$ cat src/rtl/n1_irq_sched.sv
// n1_irq_sched -- interrupt request scheduler for the N1 core.
//
// Qualifies 16 level-sensitive IRQ lines with a per-line mask and a global
// interrupt enable (GIE), picks one winner (fixed priority or round-robin),
// presents it to the flow controller (FC) via request/acknowledge, and
// tracks the in-service interval until end-of-interrupt (EOI).
//
// Parameters:
//   RR_EN   : 0 = fixed priority (line 0 highest), 1 = round-robin
//   EOI_GIE : 1 = EOI sets GIE (RETI semantics), 0 = GIE stays cleared
//
// Ports:
//   clk_i           in   module clock
//   sync_rst_i      in   synchronous reset, active-high
//   irq_req_i       in   [15:0] level-sensitive interrupt requests
//   irq_mask_we_i   in   mask write strobe
//   irq_mask_dat_i  in   [15:0] mask write data (1 = line enabled)
//   irq_mask_o      out  [15:0] current mask register
//   irq_en_i        in   set GIE (pulse)
//   irq_dis_i       in   clear GIE (pulse)
//   fc_irq_o        out  interrupt request to FC (registered)
//   fc_irq_vec_o    out  [3:0] vector of the presented/serviced line
//   fc_irq_ack_i    in   FC accepts the presented interrupt
//   fc_eoi_i        in   FC signals end of ISR
//   prb_state_o     out  [1:0] FSM state (0 IDLE, 1 PEND, 2 SERV)
//   prb_gie_o       out  GIE value

module n1_irq_sched #(
  parameter bit RR_EN   = 1'b0,
  parameter bit EOI_GIE = 1'b1
) (
  input  logic        clk_i,
  input  logic        sync_rst_i,
  input  logic [15:0] irq_req_i,
  input  logic        irq_mask_we_i,
  input  logic [15:0] irq_mask_dat_i,
  output logic [15:0] irq_mask_o,
  input  logic        irq_en_i,
  input  logic        irq_dis_i,
  output logic        fc_irq_o,
  output logic [3:0]  fc_irq_vec_o,
  input  logic        fc_irq_ack_i,
  input  logic        fc_eoi_i,
  output logic [1:0]  prb_state_o,
  output logic        prb_gie_o
);

  typedef enum logic [1:0] {
    ST_IDLE = 2'd0,
    ST_PEND = 2'd1,
    ST_SERV = 2'd2
  } state_t;

  state_t      r_state;
  state_t      w_state_nxt;
  logic [15:0] r_mask;
  logic        r_gie;
  logic        r_irq;
  logic [3:0]  r_vec;
  logic [3:0]  r_ptr;

  logic [15:0] w_elig;
  logic [3:0]  w_base;
  logic [3:0]  w_win;
  logic        w_any;
  logic        w_irq_nxt;
  logic [3:0]  w_vec_nxt;
  logic [3:0]  w_ptr_nxt;
  logic        w_gie_nxt;
  logic        w_enter_serv;
  logic        w_eoi_take;

  assign w_elig = irq_req_i & r_mask & {16{r_gie}};

  // Scan upward from the base index with 4-bit wraparound; fixed priority is
  // the same scan anchored at line 0.
  always_comb begin
    w_win  = '0;
    w_any  = 1'b0;
    w_base = RR_EN ? r_ptr : 4'd0;
    for (int unsigned i = 0; i < 16; i++) begin
      if (!w_any && w_elig[4'(w_base + 4'(i))]) begin
        w_win = 4'(w_base + 4'(i));
        w_any = 1'b1;
      end
    end
  end

  always_comb begin
    w_state_nxt  = r_state;
    w_irq_nxt    = r_irq;
    w_vec_nxt    = r_vec;
    w_ptr_nxt    = r_ptr;
    w_enter_serv = 1'b0;
    w_eoi_take   = 1'b0;
    case (r_state)
      ST_IDLE: begin
        if (w_any) begin
          w_state_nxt = ST_PEND;
          w_irq_nxt   = 1'b1;
          w_vec_nxt   = w_win;
        end
      end
      ST_PEND: begin
        // Ack takes precedence over a simultaneous withdraw condition.
        if (fc_irq_ack_i) begin
          w_state_nxt  = ST_SERV;
          w_irq_nxt    = 1'b0;
          w_enter_serv = 1'b1;
          w_ptr_nxt    = r_vec + 4'd1;
        end else if (!w_elig[r_vec]) begin
          w_state_nxt = ST_IDLE;
          w_irq_nxt   = 1'b0;
        end
      end
      ST_SERV: begin
        w_irq_nxt = 1'b0;
        if (fc_eoi_i) begin
          w_state_nxt = ST_IDLE;
          w_eoi_take  = 1'b1;
        end
      end
      default: begin
        w_state_nxt = ST_IDLE;
        w_irq_nxt   = 1'b0;
      end
    endcase
  end

  always_comb begin
    w_gie_nxt = r_gie;
    if (irq_dis_i)
      w_gie_nxt = 1'b0;
    else if (w_enter_serv)
      w_gie_nxt = 1'b0;
    else if (irq_en_i || (w_eoi_take && EOI_GIE))
      w_gie_nxt = 1'b1;
  end

  always_ff @(posedge clk_i) begin
    if (sync_rst_i) begin
      r_state <= ST_IDLE;
      r_mask  <= '0;
      r_gie   <= 1'b0;
      r_irq   <= 1'b0;
      r_vec   <= '0;
      r_ptr   <= '0;
    end else begin
      r_state <= w_state_nxt;
      r_gie   <= w_gie_nxt;
      r_irq   <= w_irq_nxt;
      r_vec   <= w_vec_nxt;
      r_ptr   <= w_ptr_nxt;
      if (irq_mask_we_i)
        r_mask <= irq_mask_dat_i;
    end
  end

  assign irq_mask_o   = r_mask;
  assign fc_irq_o     = r_irq;
  assign fc_irq_vec_o = r_vec;
  assign prb_state_o  = r_state;
  assign prb_gie_o    = r_gie;

endmodule

$ cat config.mk
export PLATFORM = sky130hd
export DESIGN_NAME = n1_irq_sched
export DESIGN_NICKNAME = d
export VERILOG_FILES = /design/src/rtl/n1_irq_sched.sv
export SDC_FILE = /design/constraint.sdc
export NUM_CORES = 1
export LEC_CHECK = 0
export ABC_AREA = 0
export CAP_MARGIN = 0
export CORE_MARGIN = 5
export CORE_UTILIZATION = 40
export DETAILED_ROUTE_END_ITERATION = 12
export PLACE_DENSITY_LB_ADDON = 0.1
export SYNTH_ARGS = -nofsm -noshare
export SYNTH_HDL_FRONTEND = slang
export SYNTH_SLANG_ARGS = --single-unit
$ cat constraint.sdc
create_clock -name clk_i -period 1.8 [get_ports clk_i]
set_input_delay 0.54 -clock clk_i [delete_from_list [all_inputs] [get_ports clk_i]]
set_output_delay 0.54 -clock clk_i [all_outputs]
set_load 0.005 [all_outputs]
==> results.py <==
metrics = {
    "synth": {
        "synth_top_area_cell": "dfxtp_1",
        "synth-seq-cells": 24,
        "yosys.area_share.simple_pct": 28.19,
        "synth_top_family_by_area": "simple AND/OR/NAND/NOR gates",
        "netlist.area_leader.share_pct": 35.72,
        "synth-xor-area-share_pct": 0,
        "synth_nets": 200,
        "syn_area_sq_um": 1345,
        "synth_edf_count": 0,
        "synthMuxAreaShare_pct": 13.58,
        "synth_compound_area_share_pct": 17.95,
        "yosysMostFrequentCell": "nor2_1",
        "ys_types": 37,
        "avgSynthCellArea_sq_um": 8.354,
        "ys_warn_count": 0,
        "ys_top_cells_by_area": "dfxtp_1 (36%), mux2i_1 (12%), nor2_1 (8.4%)",
        "ys_seq_area_share_pct": 35.72,
        "ys_top_cells_by_count": "nor2_1 (30), dfxtp_1 (24), nand2_1 (21), mux2i_1 (16), nand3_1 (8)",
        "syn_inst": 161,
        "synth_fa_ha_area_share_pct": 0,
        "synth_async_sr_flop_share_pct": 0,
        "synthFlopType": "dfxtp_1",
    },
    "route": {
        "vias": 1570,
        "via_per_inst": 5.268,
        "first_iter_violations": 78,
        "drt-total-wl_mm": 4.545,
        "post-route-drc-count": 0,
        "drtPass1Iterations": 4,
        "ant_nets": 0,
        "wl_per_cell_um": 15.25,
    },
    "cts": {
        "clock_latency_ps": 340,
        "clk_path_buf_depth": 2,
        "cts.clk_slew.worst_paths_ps": 150,
        "cts_buffers": 3,
        "cts_tree": "done",
        "clockRootBuffer": "clkbuf_4",
        "cts_sinks": 24,
        "h-tree-depth": 1,
        "cts-hold-fix-buffers": 0,
    },
    "finish": {
        "syn_to_final_growth_pct": 79.54,
        "insertedDiodeCount": 0,
        "final_layout_size_suffix_gt1_share_pct": 29.37,
        "nets": 292,
        "fillers": 267,
    },
    "min_path": {
        "holdPathEnd": "irq_mask_o[15]$_SDFFE_PP0P_",
        "hold_path_depth": 2,
        "worstHoldStart": "irq_mask_o[15]$_SDFFE_PP0P_",
        "hold_class": "flop to flop",
    },
    "grt": {
        "antenna_found_initial": 0,
        "grt_max_degree": 17,
        "met2_usage_pct": 36.46,
        "overflow": 0,
        "busiest_layer": "met2",
        "gr-usage-met3_pct": 3.448,
        "grt_first_pass_wirelength_mm": 6.920,
        "grt_pass1_vias": 1525,
        "use_met1_pct": 22.93,
        "grt_usage_pct": 19.65,
    },
    "critical_path": {
        "ff2ff_setup_slack_ps": 70,
        "timing.rr.start": "fc_irq_vec_o[0]$_SDFFE_PP0P_",
        "cp.arrival_ps": 2030,
        "rr_endpoint": "fc_irq_o$_SDFFE_PP0P_",
        "slowest_stage": "clkdlybuf4s50_1",
        "critPathKind": "input port to flop",
        "crit_start": "irq_req_i[3]",
        "worstPathCellList": "clkdlybuf4s50_1 > a22oi_2 > a41oi_2 > nor2b_4 > a21oi_4 > nor2_2 > a311oi_2",
        "end_kind": "flop",
        "cp-start-kind": "input port",
        "r2r_cells": 8,
        "critPathMaxFanout": 6,
        "critical_path.top_delay_family": "compound AO/OA/AOI/OAI gates",
        "required_ps": 2060,
        "path_buf_inv": 1,
        "cpPeakStageDelay_ps": 510,
    },
    "floorplan": {
        "die_height_um": 67.99,
        "die_area_sq_um": 4622,
        "ioPinCount": 63,
        "die_x_um": 67.99,
        "coreArea_sq_um": 3284,
        "start_util_pct": 40.95,
        "rows": 21,
    },
    "timing": {
        "slew_headroom_pct": 70.87,
        "finClkSkew_ps": 13.17,
        "setup_viol": 0,
        "hold_violations": 0,
        "finalCritPeriodShare_pct": 98.13,
        "hold_slack_ps": 511.5,
        "tightest_slew_ps": 432.4,
        "period_needed_ps": 1766,
        "slew_violations": 0,
        "fin_setup_tns_ps": 0,
        "fmax_mhz": 566.1,
    },
    "power_and_ir_drop": {
        "p_per_area_nw_per_um2": 593.6,
        "total_power_mw": 1.434,
        "leakage_nw": 1.023,
        "vdd_ir_drop_max_mv": 0.3664,
    },
    "place": {
        "place.gp.congestion": 0.8791,
        "portBuffers": 62,
        "place_hpwl_mm": 3.416,
    },
    "run": {
        "cap_violations": 0,
    },
    "status": {
        "outcome": "finished clean",
    },
}
cell families after synthesis:
| logic type | after synthesis |
|---|---|
| compound gates | 30 |
| flops | 24 |
| mux | 17 |
| simple gates | 79 |
| buf+inv | 11 |
through the flow:
| step | utilization [%] | std cells | setup WS (ps) | area (sq um) |
|---|---|---|---|---|
| 2_1_floorplan | - | 161 | 231.6 | 1345 |
| 3_3_place_gp | 65.64 | 282 | -327.3 | 2156 |
| 3_5_place_dp | 65.64 | 282 | -404.4 | 2156 |
| 4_1_cts | 68.61 | 288 | 0.4696 | 2253 |
| 5_1_grt | 73.52 | 298 | -24.85 | 2415 |
| 6_report | 73.52 | 298 | 33.62 | 2415 |
cell usage in the layout, fill, tap and decap left out, types with 2 or more instances in the layout:
cell	synthesis	layout
dfxtp_1	24	2
a32oi_1	2	2
a21oi_1	4	4
a211oi_1	3	3
dfxtp_4	0	15
clkdlybuf4s50_1	0	54
nor3_1	2	2
a22oi_2	0	5
o21ai_0	4	4
dfxtp_2	0	7
nand3_1	8	8
nand4_1	6	6
inv_1	2	2
buf_4	0	31
nor2_1	30	29
clkbuf_4	0	3
mux2i_1	16	16
and2_1	2	2
buf_12	0	2
nand4b_1	3	3
dlymetal6s2s_1	0	7
nand2_1	21	21
area by class of cell:
| class | instances | area (sq um) | share of cell area, % |
|---|---|---|---|
| clock buffers | 3 | 22.52 | 0.9326 |
| flip-flops and latches | 24 | 545.5 | 22.59 |
| repair buffers | 95 | 909.6 | 37.67 |
| inverters | 3 | 11.26 | 0.4663 |
| well taps | 46 | 57.56 | 2.383 |
| clock inverters | 1 | 30.03 | 1.244 |
| multi-input cells | 126 | 838.3 | 34.71 |
registers in the layout, summed over array words and instances, names as in the netlist:
name	count
prb_state_o	2
fc_irq_o	1
fc_irq_vec_o	4
irq_mask_o	16
prb_gie_o	1
worst max path at each step:
stage / end / slack [ps] / depth (start not counted)
after global routing: fc_irq_vec_o[2]$_SDFFE_PP0P_ / -20 / 7
after floorplan: fc_irq_vec_o[1]$_SDFFE_PP0P_ / 230 / 5
after detailed placement: fc_irq_vec_o[1]$_SDFFE_PP0P_ / -400 / 7
after global placement: fc_irq_vec_o[1]$_SDFFE_PP0P_ / -330 / 7
after CTS: fc_irq_vec_o[2] / 0.5 / 1
final: fc_irq_vec_o[1]$_SDFFE_PP0P_ / 30 / 7
power breakdown:
group          total (mW)  switching, mW  internal, mW
clock network       0.405          0.180         0.226
logic               0.433          0.172         0.260
registers           0.596         0.0334         0.562
worst min-delay path: cells and delay by family, from the launching register on:
family | cells | cell delay, ps
DFF | 1 | 360
muxes | 1 | 60
and+or+nand+nor | 1 | 70
metal layers:
layer | vias to the layer above | routed length, um
met2 | 52 | 2291
met3 | 5 | 300
li1 | 776 | -
met4 | 0 | 46
met1 | 737 | 1907
met5 | - | 0
what timing repair did:
action,4_1_cts,5_1_grt
hold endpoints to repair,0,0
endpoints found under the setup margin,18,22
buffers inserted,2,10
gates cloned,0,0
resized for setup,22,30
pin swaps,2,3
Note: power is estimated with default switching activity, not from simulation.
